[src/rtl/ps2_pkg.sv]
// rtl/ps2_pkg.sv - shared constants, decoder state type and drop-list helper for the PS/2 keyboard receiver
//
// Contents:
//   PS2_E0 / PS2_F0 / PS2_E1   scan-code prefix bytes
//   PS2_* drop-list bytes      keyboard status responses that never reach the matrix
//   PS2_FRAME_LEN              bits per device-to-host frame
//   PS2_PAUSE_SKIP             bytes following E1 in the Pause key sequence
//   dec_state_e                decoder FSM states
//   ps2_is_dropped()           1 when a byte is on the drop list
package ps2_pkg;

    localparam logic [7:0] PS2_E0 = 8'hE0;
    localparam logic [7:0] PS2_F0 = 8'hF0;
    localparam logic [7:0] PS2_E1 = 8'hE1;

    localparam logic [7:0] PS2_OVERRUN0 = 8'h00;
    localparam logic [7:0] PS2_BAT_OK   = 8'hAA;
    localparam logic [7:0] PS2_ECHO     = 8'hEE;
    localparam logic [7:0] PS2_ACK      = 8'hFA;
    localparam logic [7:0] PS2_BAT_FAIL = 8'hFC;
    localparam logic [7:0] PS2_RESEND   = 8'hFE;
    localparam logic [7:0] PS2_OVERRUN  = 8'hFF;

    localparam int         PS2_FRAME_LEN  = 11;
    localparam logic [2:0] PS2_PAUSE_SKIP = 3'd7;

    typedef enum logic {
        DEC_IDLE  = 1'b0,
        DEC_PAUSE = 1'b1
    } dec_state_e;

    function automatic logic ps2_is_dropped(input logic [7:0] b);
        case (b)
            PS2_OVERRUN0, PS2_BAT_OK, PS2_ECHO, PS2_ACK,
            PS2_BAT_FAIL, PS2_RESEND, PS2_OVERRUN: return 1'b1;
            default:                               return 1'b0;
        endcase
    endfunction

endpackage

[src/rtl/ps2_keyboard_if.sv]
// rtl/ps2_keyboard_if.sv - key-event bus from the PS/2 decoder to the keyboard matrix
//
// Signals:
//   strobe    one-cycle pulse, new key event on code/pressed/extended
//   pressed   1 = make, 0 = break (held)
//   extended  1 = E0-prefixed event (held)
//   code      scan-code byte without prefixes (held)
//   error     one-cycle pulse on a bad frame or a receive timeout
// Modports: master = decoder side (drives), slave = consumer side.
interface ps2_keyboard_if;

    logic       strobe;
    logic       pressed;
    logic       extended;
    logic [7:0] code;
    logic       error;

    modport master (
        output strobe,
        output pressed,
        output extended,
        output code,
        output error
    );

    modport slave (
        input strobe,
        input pressed,
        input extended,
        input code,
        input error
    );

endinterface

[src/rtl/ps2_rx_frame.sv]
// rtl/ps2_rx_frame.sv - PS/2 line synchronisers, clock glitch filter, frame deserialiser and timeout
//
// Ports:
//   clock      system clock, rising edge
//   reset      asynchronous active-low reset
//   ps2Ck      raw PS/2 clock pin (asynchronous)
//   ps2D       raw PS/2 data pin (asynchronous)
//   byteValid  one-cycle pulse, byteData holds a good frame's payload
//   byteData   last good payload byte
//   frameErr   one-cycle pulse on start/parity/stop error or timeout
module ps2_rx_frame
    import ps2_pkg::*;
#(
    parameter int FILTER  = 8,
    parameter int TIMEOUT = 24000
) (
    input  logic       clock,
    input  logic       reset,
    input  logic       ps2Ck,
    input  logic       ps2D,
    output logic       byteValid,
    output logic [7:0] byteData,
    output logic       frameErr
);

    localparam int FW       = $clog2(FILTER + 1);
    localparam int TW       = $clog2(TIMEOUT + 1);
    localparam int LAST_BIT = PS2_FRAME_LEN - 1;

    logic [1:0]          ck_sync_q, ck_sync_d;
    logic [1:0]          d_sync_q,  d_sync_d;
    logic                filt_q,    filt_d;
    logic [FW-1:0]       filt_cnt_q, filt_cnt_d;
    logic                fall_q,    fall_d;
    logic [3:0]          bit_cnt_q, bit_cnt_d;
    logic [LAST_BIT-1:0] sr_q,      sr_d;
    logic [TW-1:0]       to_cnt_q,  to_cnt_d;
    logic                valid_q,   valid_d;
    logic [7:0]          byte_q,    byte_d;
    logic                err_q,     err_d;

    logic                ck_s;
    logic                d_s;
    logic                expire;
    logic [3:0]          cur_cnt;
    logic [10:0]         frame;

    assign ck_s = ck_sync_q[1];
    assign d_s  = d_sync_q[1];

    always_comb begin
        ck_sync_d  = {ck_sync_q[0], ps2Ck};
        d_sync_d   = {d_sync_q[0], ps2D};

        // Filtered clock follows the synchronised pin only after FILTER
        // consecutive cycles of disagreement; any agreement restarts the count.
        filt_d     = filt_q;
        filt_cnt_d = '0;
        fall_d     = 1'b0;
        if (ck_s != filt_q) begin
            if (filt_cnt_q == FW'(FILTER - 1)) begin
                filt_d = ck_s;
                fall_d = filt_q;
            end else begin
                filt_cnt_d = filt_cnt_q + 1'b1;
            end
        end

        // A timeout discards the partial frame first, so a fall landing in
        // the same cycle is taken as bit 0 of a fresh frame.
        expire    = (bit_cnt_q != 4'd0) && (to_cnt_q == TW'(TIMEOUT - 1));
        cur_cnt   = expire ? 4'd0 : bit_cnt_q;

        bit_cnt_d = cur_cnt;
        sr_d      = sr_q;
        valid_d   = 1'b0;
        byte_d    = byte_q;
        err_d     = expire;
        frame     = {d_s, sr_q};
        to_cnt_d  = (cur_cnt == 4'd0) ? '0 : to_cnt_q + 1'b1;

        if (fall_q) begin
            to_cnt_d = '0;
            if (cur_cnt == 4'(LAST_BIT)) begin
                bit_cnt_d = 4'd0;
                // start 0, odd parity over d0..d7+parity, stop 1
                if (!frame[0] && frame[10] && (^frame[9:1])) begin
                    valid_d = 1'b1;
                    byte_d  = frame[8:1];
                end else begin
                    err_d = 1'b1;
                end
            end else begin
                sr_d[cur_cnt] = d_s;
                bit_cnt_d     = cur_cnt + 4'd1;
            end
        end
    end

    always_ff @(posedge clock or negedge reset) begin
        if (!reset) begin
            ck_sync_q  <= 2'b11;
            d_sync_q   <= 2'b11;
            filt_q     <= 1'b1;
            filt_cnt_q <= '0;
            fall_q     <= 1'b0;
            bit_cnt_q  <= 4'd0;
            sr_q       <= '0;
            to_cnt_q   <= '0;
            valid_q    <= 1'b0;
            byte_q     <= 8'h00;
            err_q      <= 1'b0;
        end else begin
            ck_sync_q  <= ck_sync_d;
            d_sync_q   <= d_sync_d;
            filt_q     <= filt_d;
            filt_cnt_q <= filt_cnt_d;
            fall_q     <= fall_d;
            bit_cnt_q  <= bit_cnt_d;
            sr_q       <= sr_d;
            to_cnt_q   <= to_cnt_d;
            valid_q    <= valid_d;
            byte_q     <= byte_d;
            err_q      <= err_d;
        end
    end

    assign byteValid = valid_q;
    assign byteData  = byte_q;
    assign frameErr  = err_q;

endmodule

[src/rtl/ps2_keyboard.sv]
// rtl/ps2_keyboard.sv - PS/2 keyboard receiver top: frame receiver plus set-2 prefix decoder
//
// Ports:
//   clock   system clock, rising edge
//   reset   asynchronous active-low reset
//   ps2Ck   raw PS/2 clock pin
//   ps2D    raw PS/2 data pin
//   kbd     key-event bus (strobe/pressed/extended/code/error), master side
module ps2_keyboard
    import ps2_pkg::*;
#(
    parameter int FILTER  = 8,
    parameter int TIMEOUT = 24000
) (
    input  logic           clock,
    input  logic           reset,
    input  logic           ps2Ck,
    input  logic           ps2D,
    ps2_keyboard_if.master kbd
);

    logic       byte_valid;
    logic [7:0] rx_byte;
    logic       frame_err;

    ps2_rx_frame #(
        .FILTER  (FILTER),
        .TIMEOUT (TIMEOUT)
    ) u_rx (
        .clock     (clock),
        .reset     (reset),
        .ps2Ck     (ps2Ck),
        .ps2D      (ps2D),
        .byteValid (byte_valid),
        .byteData  (rx_byte),
        .frameErr  (frame_err)
    );

    dec_state_e state_q, state_d;
    logic       ext_q, ext_d;
    logic       brk_q, brk_d;
    logic [2:0] skip_q, skip_d;
    logic       strobe_q, strobe_d;
    logic       pressed_q, pressed_d;
    logic       extended_q, extended_d;
    logic [7:0] code_q, code_d;
    logic       error_q, error_d;

    always_comb begin
        state_d    = state_q;
        ext_d      = ext_q;
        brk_d      = brk_q;
        skip_d     = skip_q;
        strobe_d   = 1'b0;
        pressed_d  = pressed_q;
        extended_d = extended_q;
        code_d     = code_q;
        // Error frames leave flags and PAUSE progress untouched.
        error_d    = frame_err;

        if (byte_valid) begin
            case (state_q)
                DEC_IDLE: begin
                    if (rx_byte == PS2_E0) begin
                        ext_d = 1'b1;
                    end else if (rx_byte == PS2_F0) begin
                        brk_d = 1'b1;
                    end else if (rx_byte == PS2_E1) begin
                        state_d = DEC_PAUSE;
                        skip_d  = PS2_PAUSE_SKIP;
                    end else if (ext_q || brk_q || !ps2_is_dropped(rx_byte)) begin
                        // Status bytes only count as keys once a prefix was seen.
                        strobe_d   = 1'b1;
                        code_d     = rx_byte;
                        pressed_d  = !brk_q;
                        extended_d = ext_q;
                        ext_d      = 1'b0;
                        brk_d      = 1'b0;
                    end
                end
                DEC_PAUSE: begin
                    // Swallow the rest of the Pause sequence silently.
                    if (skip_q <= 3'd1) begin
                        skip_d  = 3'd0;
                        state_d = DEC_IDLE;
                    end else begin
                        skip_d = skip_q - 3'd1;
                    end
                end
                default: state_d = DEC_IDLE;
            endcase
        end
    end

    always_ff @(posedge clock or negedge reset) begin
        if (!reset) begin
            state_q    <= DEC_IDLE;
            ext_q      <= 1'b0;
            brk_q      <= 1'b0;
            skip_q     <= 3'd0;
            strobe_q   <= 1'b0;
            pressed_q  <= 1'b0;
            extended_q <= 1'b0;
            code_q     <= 8'h00;
            error_q    <= 1'b0;
        end else begin
            state_q    <= state_d;
            ext_q      <= ext_d;
            brk_q      <= brk_d;
            skip_q     <= skip_d;
            strobe_q   <= strobe_d;
            pressed_q  <= pressed_d;
            extended_q <= extended_d;
            code_q     <= code_d;
            error_q    <= error_d;
        end
    end

    assign kbd.strobe   = strobe_q;
    assign kbd.pressed  = pressed_q;
    assign kbd.extended = extended_q;
    assign kbd.code     = code_q;
    assign kbd.error    = error_q;

endmodule

[src/flat_wrapper.sv]
// flat-port wrapper written by rule: the top's interface ports become plain ports
module ps2_keyboard_flat import ps2_pkg::*;
#(
    parameter int FILTER  = 8,
    parameter int TIMEOUT = 24000
)
  (clock, reset, ps2Ck, ps2D, kbd_strobe, kbd_pressed, kbd_extended, kbd_code, kbd_error);
  ps2_keyboard_if kbd_i ();
  input  logic clock;
  input  logic reset;
  input  logic ps2Ck;
  input  logic ps2D;
  output wire logic [$bits(kbd_i.strobe)-1:0] kbd_strobe;
  output wire logic [$bits(kbd_i.pressed)-1:0] kbd_pressed;
  output wire logic [$bits(kbd_i.extended)-1:0] kbd_extended;
  output wire logic [$bits(kbd_i.code)-1:0] kbd_code;
  output wire logic [$bits(kbd_i.error)-1:0] kbd_error;
  assign kbd_strobe = kbd_i.strobe;
  assign kbd_pressed = kbd_i.pressed;
  assign kbd_extended = kbd_i.extended;
  assign kbd_code = kbd_i.code;
  assign kbd_error = kbd_i.error;
  ps2_keyboard #(.FILTER(FILTER), .TIMEOUT(TIMEOUT)) u_core (.clock(clock), .reset(reset), .ps2Ck(ps2Ck), .ps2D(ps2D), .kbd(kbd_i));
endmodule
[config.mk]
export PLATFORM = sky130hd
export DESIGN_NAME = ps2_keyboard_flat
export DESIGN_NICKNAME = d
export VERILOG_FILES = /design/src/rtl/ps2_pkg.sv /design/src/rtl/ps2_keyboard_if.sv /design/src/rtl/ps2_rx_frame.sv /design/src/rtl/ps2_keyboard.sv /design/src/flat_wrapper.sv
export SDC_FILE = /design/constraint.sdc
export NUM_CORES = 1
export LEC_CHECK = 0
export BUFFER_PORTS_ARGS = -buffer_cell sky130_fd_sc_hd__buf_2
export CAP_MARGIN = 10
export CORE_UTILIZATION = 56
export CTS_BUF_LIST = sky130_fd_sc_hd__clkbuf_16
export DETAILED_ROUTE_END_ITERATION = 16
export PLACE_DENSITY_LB_ADDON = 0.05
export SETUP_SLACK_MARGIN = 0.02
export SYNTH_ARGS = -nofsm -noshare
export SYNTH_HDL_FRONTEND = slang
export SYNTH_SLANG_ARGS = --single-unit
[constraint.sdc]
create_clock -name clock -period 6.8 [get_ports clock]
set_clock_uncertainty 0.15 [all_clocks]
set_input_delay 0.68 -clock clock [delete_from_list [all_inputs] [get_ports clock]]
set_output_delay 0.68 -clock clock [all_outputs]
set_load 0.01 [all_outputs]
==> summary.txt <==
Timing
  – Final Hold Vio Count: 0
  – Final slew viol count: 0
  – Least-Margin Pin Slew: between 0.8 and 0.9 ns
  – Slew margin rel.: 0.4643
  – RSZ-0062 raised after global routing: no
  – Period utilisation layout: 0.3776
  – Maximum clock frequency: around 0.4 GHz
  – Setup violations, final: 0
  – Fin crit period: around 2.6 ns
  – Setup_tns: 0 ns

Min path
  – Min-delay src: u_core.u_rx.frameErr
  – Worst Hold End: u_core.kbd.error
  – Worst hold path class: reg -> reg
  – Hold Path Stages: 0

Setup path
  – R2R depth: 5
  – CP required: about 6.9 ns
  – Crit Reg-Reg Startpoint: u_core.u_rx.to_cnt_q[6]
  – Critical path fanouts, max: 12
  – Worst setup SP type: register
  – Reg2reg setup slack: ~4.2 ns
  – Crit Reg-Reg Endpoint: u_core.u_rx.byteData[1]
  – Crit path DAT: approximately 2.6 ns
  – CP endpoint kind: register
  – Critical path class: reg -> reg

CTS
  – Post-CTS resize count: 0
  – CTS Buf Count: 9
  – CTS tree: yes
  – CTS Hold Buffers Added: 0
  – Clk Latency, worst-skew pair: about 0.32 ns
  – Post-CTS Setup Inserts: 0
  – Worst-path clk slew: about 0.05 ns
  – # clock sinks: 67
  – Htree depth: 3
  – CTS Buffer Depth: 2
  – CTS Root Cell: clkbuf_16

Synthesis
  – Main synth FF type: dfrtp_1
  – Synth unique cells: 46
  – Sequential area share after synthesis: 0.5506
  – EDFF count, synth: 0
  – Net Count, Synth: 281
  – Post-synth ARST share: 1.000
  – Post-Syn Instances: about 270
  – Post-Synthesis Cell Area: ~0.003 mm^2
  – Synth Warn #: 0
  – Flops & latches, synth: 67
  – Syn_area_per_cell: 11.20 um^2

Cells and area
  – Final #Nets: between 200 and 300
  – Cell area after layout: between 0.003 and 0.004 mm^2
  – Filler-free cell count of the finished design: 366
  – Diode count: 0
  – Most frequent cells in the layout: dfrtp_1 (62), nor2_1 (31), mux2_2 (27)
  – Layout cell share with drive strength beyond 1: 0.2297
  – Commonest non-fill, non-tap cell in the layout: dfrtp_1
  – Layout Area Growth over Synthesis: 13.55%

Drt
  – DRT Wirelength: between 4000 and 5000 um
  – Routed WL per cell: around 13 um
  – Vias: 1951
  – Drt drc: 0
  – Initial DRC Count: 123
  – Vias per inst: 5.331
  – Antenna-violating nets left: 0
  – Drt pass-1 iters: 4

Floorplanning
  – Num rows: 26
  – I/O Pins: 16
  – Core Footprint: around 0.0052 mm^2
  – Die Wd: about 76 um
  – Die area: between 0.005 and 0.006 mm^2
  – Initial Util: 0.5910
  – Die Ht: roughly 76 um

Run status
  – Outcome: finished, final reports clean

GRT
  – Largest net degree at the start of global routing: just under 70
  – GR Util met3: 0.04365
  – Global-route wire length before repair: between 8000 and 9000 um
  – Busiest grt layer: met2
  – GRT Resource Usage Total: 0.2011
  – Met1 usage: 0.2648
  – Vias in the first global route: 1857
  – Grt ovf: 0
  – Initial antenna violation count: 0
  – Met2 Usage GRT: 0.3166

Placement
  – Placed Area: between 0.003 and 0.004 mm^2
  – Buffers on Ports: 15
  – DP Cell Count: 350
  – Post-DP HPWL: 3249 um
  – Routability cong.: about 0.81

Power
  – VDD IR max: between 0.15 and 0.2 mV
  – Internal power: 0.0007048 W
  – Clock Power Share: 0.489
  – Pleak: around 1.7 nW
  – Logic pwr share: 0.036
  – Net Sw Power: ~0.00018 W
  – Reg power frac: 0.475
  – Pwr/cell area: ~260 mW/mm^2
  – Switching Share: 0.2074

Job
  – Max Cap Violations: 0
## routing by layer
metal  up-vias  part of all wire  wire [um]
li1        974                 -          -
met1       934              0.47       2278
met2        33              0.49       2387
met4         0             0.018         89
met5         -                 0          0
met3        10             0.027        131
## state kept, by name (all words and copies together) (netlist names), 2 cells and up
signal                  count
u_core.u_rx.to_cnt_q       15
u_core.u_rx.sr_q           10
u_core.kbd.code             8
u_core.u_rx.byteData        8
u_core.u_rx.bit_cnt_q       4
u_core.u_rx.filt_cnt_q      4
u_core.skip_q               3
u_core.u_rx.ck_sync_q       2
u_core.u_rx.d_sync_q        2
## power groups by stage
stage / sequential [W] / clock (W) / combinational [W]
floorplan: 0.000426 / 0 / 0.0000212
CTS: 0.000423 / 0.000443 / 0.0000329
detailed placement: 0.000429 / 0 / 0.0000328
finish: 0.000422 / 0.000435 / 0.0000318
global placement: 0.000429 / 0 / 0.0000325
global route: 0.000425 / 0.000460 / 0.0000377
## worst max-delay path, stage by stage (launching register included)
cell	delay (ns)
dfrtp_1	0.42
or4b_4	0.56
nor4_4	0.48
nor2b_1	0.18
nand4_2	0.27
mux2_2	0.37
## metrics by stage
step                hold slack [ns]  setup WS, ns  total power [W]  utilization
floorplan                    0.1812         4.649        0.0004474            -
global placement             0.1829         4.260        0.0004611       0.6161
detailed placement           0.1894         4.219        0.0004618       0.6161
CTS                          0.2035         4.207        0.0008985       0.6710
global route                 0.2090         4.069        0.0009223       0.6710
finish                       0.2023         4.232        0.0008892       0.6710
## worst max path at each step
stage / startpoint / to / slack, ns / cells after the start
4_1_cts: u_core.u_rx.to_cnt_q[6] / u_core.u_rx.byteData[1] / 4.21 / 5
3_5_place_dp: u_core.u_rx.to_cnt_q[6] / u_core.u_rx.byteData[4] / 4.22 / 5
3_3_place_gp: u_core.u_rx.to_cnt_q[6] / u_core.u_rx.byteData[5] / 4.26 / 5
5_1_grt: u_core.u_rx.to_cnt_q[6] / u_core.u_rx.byteData[4] / 4.07 / 5
2_1_floorplan: u_core.u_rx.to_cnt_q[6] / u_core.u_rx.sr_q[3] / 4.65 / 6
6_report: u_core.u_rx.to_cnt_q[6] / u_core.u_rx.byteData[1] / 4.23 / 5
## area by class of cell
| cell class | count | area, um^2 |
|---|---|---|
| inverters | 14 | 52.55 |
| repair buffers | 16 | 82.58 |
| well taps | 70 | 87.58 |
| fillers | 402 | 1702 |
| multi-input cells | 183 | 1281 |
| clock inverters | 7 | 58.81 |
| clock buffers | 9 | 225.2 |
| flip-flops and latches | 67 | 1683 |
## synthesized netlist by cell type, types with 3 or more instances
| cell type | count | share of area |
|---|---|---|
| nor4_1 | 3 | 0.0061 |
| inv_1 | 14 | 0.017 |
| xor2_1 | 10 | 0.029 |
| nor2_1 | 31 | 0.038 |
| dfstp_2 | 5 | 0.043 |
| o21ai_0 | 6 | 0.0098 |
| dfrtp_1 | 62 | 0.51 |
| xnor2_1 | 11 | 0.032 |
| nand4_1 | 3 | 0.0061 |
| nand2b_1 | 3 | 0.0061 |
| nor3b_1 | 3 | 0.0074 |
| nand2_1 | 20 | 0.025 |
| ha_1 | 4 | 0.016 |
| nand3_1 | 10 | 0.016 |
| nor3_1 | 6 | 0.0098 |
| mux2_2 | 27 | 0.099 |
| clkbuf_1 | 6 | 0.0074 |
| nor2b_1 | 6 | 0.012 |
| a21oi_1 | 11 | 0.018 |
## kinds of logic after synthesis
logic type | share of synthesized area
muxes | 0.1077
and+or+nand+nor | 0.1662
AOI/OAI and AO/OA | 0.06140
DFF | 0.5506
adders and majority gates | 0.01637
buffers and inverters | 0.03029
xor gates and xnor gates | 0.06754
(Power assumes the default switching activity.)
